## config.mk

```make
export PLATFORM = sky130hd
export DESIGN_NAME = wb_arbiter
export DESIGN_NICKNAME = d
export VERILOG_FILES = /design/src/rtl/wb_arbiter_pkg.sv /design/src/rtl/wb_arbiter_rr_pick2.sv /design/src/rtl/wb_arbiter.sv
export SDC_FILE = /design/constraint.sdc
export NUM_CORES = 1
export LEC_CHECK = 0
export BUFFER_PORTS_ARGS = -buffer_cell sky130_fd_sc_hd__buf_4
export CORE_AREA = 10 10 116 118
export CTS_CLUSTER_DIAMETER = 200
export DETAILED_ROUTE_END_ITERATION = 10
export DIE_AREA = 0 0 126 128
export GPL_ROUTABILITY_DRIVEN = 1
export PLACE_DENSITY_LB_ADDON = 0.1
export SLEW_MARGIN = 25
export SYNTH_ARGS = -nofsm -noshare
export SYNTH_HDL_FRONTEND = slang
export SYNTH_SLANG_ARGS = --single-unit
```

## constraint.sdc

```tcl
create_clock -name clk -period 2.76 [get_ports clk]
set_input_delay 0.276 -clock clk [delete_from_list [all_inputs] [get_ports clk]]
set_output_delay 0.276 -clock clk [all_outputs]
set_load 0.01 [all_outputs]
```

## src/rtl/wb_arbiter_pkg.sv

```systemverilog
// Shared SoC Wishbone bus package: default widths, abort limit
// and the arbiter ownership encoding.
package wb_arbiter_pkg;

  localparam int WB_AW      = 32;
  localparam int WB_DW      = 32;
  localparam int WB_TIMEOUT = 255;
  localparam int WB_WAIT_W  = 16;

  // One-hot so the state register doubles as the grant vector
  typedef enum logic [1:0] {
    ST_IDLE = 2'b00,
    ST_OWN0 = 2'b01,
    ST_OWN1 = 2'b10
  } arb_state_e;

endpackage

```

## src/rtl/wb_arbiter_rr_pick2.sv

```systemverilog
// Two-way round-robin pick: on a tie the master
// not granted last wins.
module rr_pick2 (
  input  logic [1:0] req,
  input  logic       last,
  output logic [1:0] grant
);

  always_comb begin
    grant = 2'b00;
    unique case (req)
      2'b01:   grant = 2'b01;
      2'b10:   grant = 2'b10;
      2'b11:   grant = last ? 2'b01 : 2'b10;
      default: grant = 2'b00;
    endcase
  end

endmodule

```

## src/rtl/wb_arbiter.sv

```systemverilog
// Two-master Wishbone arbiter (m0 fetch, m1 data) with
// locked ownership, round-robin ties and slave timeout.
module wb_arbiter
  import wb_arbiter_pkg::*;
#(
  parameter int AW      = WB_AW,
  parameter int DW      = WB_DW,
  parameter int TIMEOUT = WB_TIMEOUT
) (
  input  logic            clk,
  input  logic            rst,
  input  logic            m0_cyc_i,
  input  logic            m0_stb_i,
  input  logic            m0_we_i,
  input  logic [AW-1:0]   m0_adr_i,
  input  logic [DW-1:0]   m0_dat_i,
  input  logic [DW/8-1:0] m0_sel_i,
  output logic [DW-1:0]   m0_dat_o,
  output logic            m0_ack_o,
  output logic            m0_err_o,
  input  logic            m1_cyc_i,
  input  logic            m1_stb_i,
  input  logic            m1_we_i,
  input  logic [AW-1:0]   m1_adr_i,
  input  logic [DW-1:0]   m1_dat_i,
  input  logic [DW/8-1:0] m1_sel_i,
  output logic [DW-1:0]   m1_dat_o,
  output logic            m1_ack_o,
  output logic            m1_err_o,
  output logic            s_cyc_o,
  output logic            s_stb_o,
  output logic            s_we_o,
  output logic [AW-1:0]   s_adr_o,
  output logic [DW-1:0]   s_dat_o,
  output logic [DW/8-1:0] s_sel_o,
  input  logic [DW-1:0]   s_dat_i,
  input  logic            s_ack_i,
  input  logic            s_err_i,
  output logic [1:0]      gnt_o,
  output logic            to_o
);

  localparam logic [WB_WAIT_W-1:0] TO_CNT =
    WB_WAIT_W'(TIMEOUT);

  arb_state_e           r_state;
  arb_state_e           w_next;
  logic                 r_last;
  logic [WB_WAIT_W-1:0] r_wait;
  logic                 w_own0;
  logic                 w_own1;
  logic                 w_ocyc;
  logic                 w_resp;
  logic                 w_to;
  logic [1:0]           w_pick;

  assign w_own0 = (r_state == ST_OWN0);
  assign w_own1 = (r_state == ST_OWN1);
  assign w_ocyc = (w_own0 & m0_cyc_i)
                | (w_own1 & m1_cyc_i);
  assign w_resp = s_ack_i | s_err_i;
  // A response in the limit cycle beats the abort
  assign w_to   = w_ocyc & ~w_resp
                & (r_wait == TO_CNT);

  rr_pick2 u_pick (
    .req   ({m1_cyc_i, m0_cyc_i}),
    .last  (r_last),
    .grant (w_pick)
  );

  always_comb begin
    w_next = r_state;
    unique case (r_state)
      ST_OWN0: begin
        if (w_to)
          w_next = ST_IDLE;
        else if (!m0_cyc_i)
          w_next = m1_cyc_i ? ST_OWN1 : ST_IDLE;
      end
      ST_OWN1: begin
        if (w_to)
          w_next = ST_IDLE;
        else if (!m1_cyc_i)
          w_next = m0_cyc_i ? ST_OWN0 : ST_IDLE;
      end
      default: begin
        unique case (1'b1)
          w_pick[0]: w_next = ST_OWN0;
          w_pick[1]: w_next = ST_OWN1;
          default:   w_next = ST_IDLE;
        endcase
      end
    endcase
  end

  always_ff @(posedge clk or posedge rst) begin
    if (rst) begin
      r_state <= ST_IDLE;
      r_last  <= 1'b1;
      r_wait  <= '0;
    end else begin
      r_state <= w_next;
      if (w_next == ST_OWN0)
        r_last <= 1'b0;
      else if (w_next == ST_OWN1)
        r_last <= 1'b1;
      if (w_next != r_state || w_next == ST_IDLE
          || w_resp)
        r_wait <= '0;
      else if (s_stb_o)
        r_wait <= r_wait + 16'd1;
    end
  end

  always_comb begin
    s_cyc_o = 1'b0;
    s_stb_o = 1'b0;
    s_we_o  = 1'b0;
    s_adr_o = '0;
    s_dat_o = '0;
    s_sel_o = '0;
    if (w_own0) begin
      s_cyc_o = m0_cyc_i;
      s_stb_o = m0_stb_i;
      s_we_o  = m0_we_i;
      s_adr_o = m0_adr_i;
      s_dat_o = m0_dat_i;
      s_sel_o = m0_sel_i;
    end else if (w_own1) begin
      s_cyc_o = m1_cyc_i;
      s_stb_o = m1_stb_i;
      s_we_o  = m1_we_i;
      s_adr_o = m1_adr_i;
      s_dat_o = m1_dat_i;
      s_sel_o = m1_sel_i;
    end
    if (w_to) begin
      s_cyc_o = 1'b0;
      s_stb_o = 1'b0;
    end
  end

  // Responses go only to an owner still holding cyc
  assign m0_ack_o = w_own0 & m0_cyc_i
                  & s_ack_i & ~s_err_i;
  assign m0_err_o = w_own0 & m0_cyc_i
                  & (s_err_i | w_to);
  assign m1_ack_o = w_own1 & m1_cyc_i
                  & s_ack_i & ~s_err_i;
  assign m1_err_o = w_own1 & m1_cyc_i
                  & (s_err_i | w_to);
  assign m0_dat_o = w_own0 ? s_dat_i : '0;
  assign m1_dat_o = w_own1 ? s_dat_i : '0;
  assign gnt_o    = r_state;
  assign to_o     = w_to;

endmodule

```

==> impl_metrics.ini <==
[synthesis]
ys_seq_area_frac = 0.188
yosysTopAreaCellShare = 0.242
syn_nets = 483
netlist_top_cells_area = a22o_1, dfrtp_1, and2_1, clkbuf_1, a211oi_2
synth_common_cells = a22o_1, and2_1, clkbuf_1
synthDistinctLibCells = 54
syn_avg_cell_area_um2 = 8.44
syn_inst = 300
async_flop_share = 1.00
synthFlopType = dfrtp_1
ys_ff_latch = 19
yosysTopAreaCell = a22o_1
synth_area_mm2 = 0.00253
synthMostInstantiatedCell = a22o_1
synth_edf_count = 0
yosysWarnings = 0

[pwr]
power_density_mw_per_mm2 = 818
p_clk_frac = 0.071
ir_drop_mv = 0.404
p_switching_mw = 2.05
p_leak_nw = 2.70
combPwrFrac = 0.855
switching_share = 0.476
seqPwrFrac = 0.074
internal_power_mw = 2.26

[setup_path]
worstPathCellList = inv_1 > ha_2 > a22o_1 > and4_2 > nand3_1 > nand2_1 > ha_2 > nor4_4 > buf_4 > mux2i_4 > buf_4 > a211oi_1
critPathSlowestCell = dfrtp_1
cp_max_fo = 5
crit_family = simple AND/OR/NAND/NOR gates
worstSetupPathType = flop to flop
reg2regPathDepth = 12
cp_num_buf_inv = 3
ff2ff_setup_slack_ps = 90
max_stage_delay_ps = 340
end_kind = flop
arrival_ps = 2830
reg2reg_from = gnt_o[0]
startpoint_type = flop
r2r-end = r_wait[10]
required_ps = 2920

[hold_path]
holdCritPathClass = input pin to async pin

[floorplan]
rows = 39
chipWidth_um = 126
ios = 320
core_area_mm2 = 0.0112
start_util = 0.226
die_area_mm2 = 0.0161
die_h_um = 128

[cts]
postCtsHoldBufs = 0
cts_sinks = 19
cts_tree = built
htree_num_levels = 1
cts_buffer_depth = 2
clk_pin_slew_ps = 60
cts_root_buffer = clkbuf_16
cts_made_buffers = 3
clock_latency_ps = 250

[placed_design]
hpwl_um = 15500
post-place-ws_ps = 5.10
numPortBuffers = 319
place.gp.congestion = 0.927

[timing]
timing_hold_violations_final = 0
finalSetupViolations = 0
clock_skew_ps = 2.12
max_slew_margin = 0.494
setup_slack_ps = 89.3
worst_slew_pin_slew_ps = 758
min_period_ps = 2670
clock.fmax_ghz = 0.374
whs_ps = 158
maxSlewViolCount = 0
tns_ps = 0
period_share = 0.968

[global_routing]
grt_antenna_before_repair = 0
grt_pass1_vias = 3805
grt_max_degree = 48
gr-usage-all-layers = 0.197
grt_pass1_wl_um = 24800
overflow = 0

[layout]
final_net_count = 796
syn_to_final_growth_pct = 108
diodes = 0
drive_above_1_share = 0.601

[drt]
wl_per_cell_um = 23.7
vias_per_cell = 4.88
drtIter0Drc = 243
routed_wl_um = 17900
via_count = 3681
first_pass_iters = 4
route.detailed.drc = 0
ant_nets = 0

[run_status]
status = complete, no violations

[flow_run]
maxCapViolations = 0
-- stage by stage --
stage | instances | total power [mW] | cell area [µm²] | util
after floorplan | 300 | 2.12 | 2530 | -
after global placement | 746 | 3.93 | 5090 | 0.454
after detailed placement | 746 | 3.91 | 5090 | 0.454
after CTS | 750 | 4.23 | 5170 | 0.461
after global routing | 755 | 4.61 | 5270 | 0.470
final | 755 | 4.31 | 5270 | 0.470
-- worst max path at each step --
stage / from / cells after the start / to / slack, ps
6_report: gnt_o[0] / 12 / r_wait[10] / 90
5_1_grt: gnt_o[0] / 12 / r_wait[10] / -50
4_1_cts: gnt_o[0] / 10 / r_wait[12] / 20
3_5_place_dp: gnt_o[0] / 10 / r_wait[12] / 5
3_3_place_gp: gnt_o[0] / 10 / r_wait[14] / 130
2_1_floorplan: gnt_o[1] / 12 / r_wait[15] / 130
-- kinds of logic (layout without fill, tap and decap cells) --
family,count (synthesis),count (layout),synth area share
fa+ha+maj,5,5,0.0247
flops,19,19,0.188
simple gates,117,117,0.291
buf+inv,37,348,0.0692
mux,3,4,0.0168
xor+xnor,11,11,0.0381
compound gates,108,108,0.372
-- placed cells by master, fill, tap and decap left out, types with 3 or more instances in the layout --
cell and n:
dfrtp_1 18, xnor2_1 3, xor2_1 8, and2_1 67, o21ai_0 4, nand3_1 8
clkbuf_16 3, or3_1 3, o211ai_1 4, a22o_1 70, nor4_4 3, buf_4 334
nor2_1 6, a221oi_1 3, nand4_1 4, a211oi_2 7, a211oi_1 7, inv_1 8
nand2_1 10
-- repair_timing --
action	4_1_cts	5_1_grt
gates resized for setup	0	10
setup buffers	0	4
endpoints found under the hold margin	0	0
setup endpoints to repair	0	16
-- metal layers --
metal	GRT usage	wire length, µm
met5	0	0
met4	0.0348	192
met3	0.0703	1710
met2	0.362	9310
met1	0.215	6640
-- flip-flops by register name (all words and copies together) (netlist names) --
signal	flops
r_last	1
r_wait	16
gnt_o	2
-- area by class of cell --
type | instances | area (µm²)
Timing Repair Buffer | 336 | 2540
Multi-Input combinational cell | 245 | 1970
Clock buffer | 3 | 75.1
Clock inverter | 1 | 5.00
Inverter | 8 | 30.0
Sequential cell | 19 | 477
Tap cell | 143 | 179
Fill cell | 1094 | 5950
-- power groups by stage --
stage,combinational (mW),clock [mW],sequential [mW]
6_report,3.68,0.305,0.321
5_1_grt,3.96,0.321,0.326
4_1_cts,3.59,0.312,0.321
3_5_place_dp,3.58,0,0.326
3_3_place_gp,3.60,0,0.325
2_1_floorplan,1.78,0,0.336
Note: power is estimated with default switching activity, not from simulation.
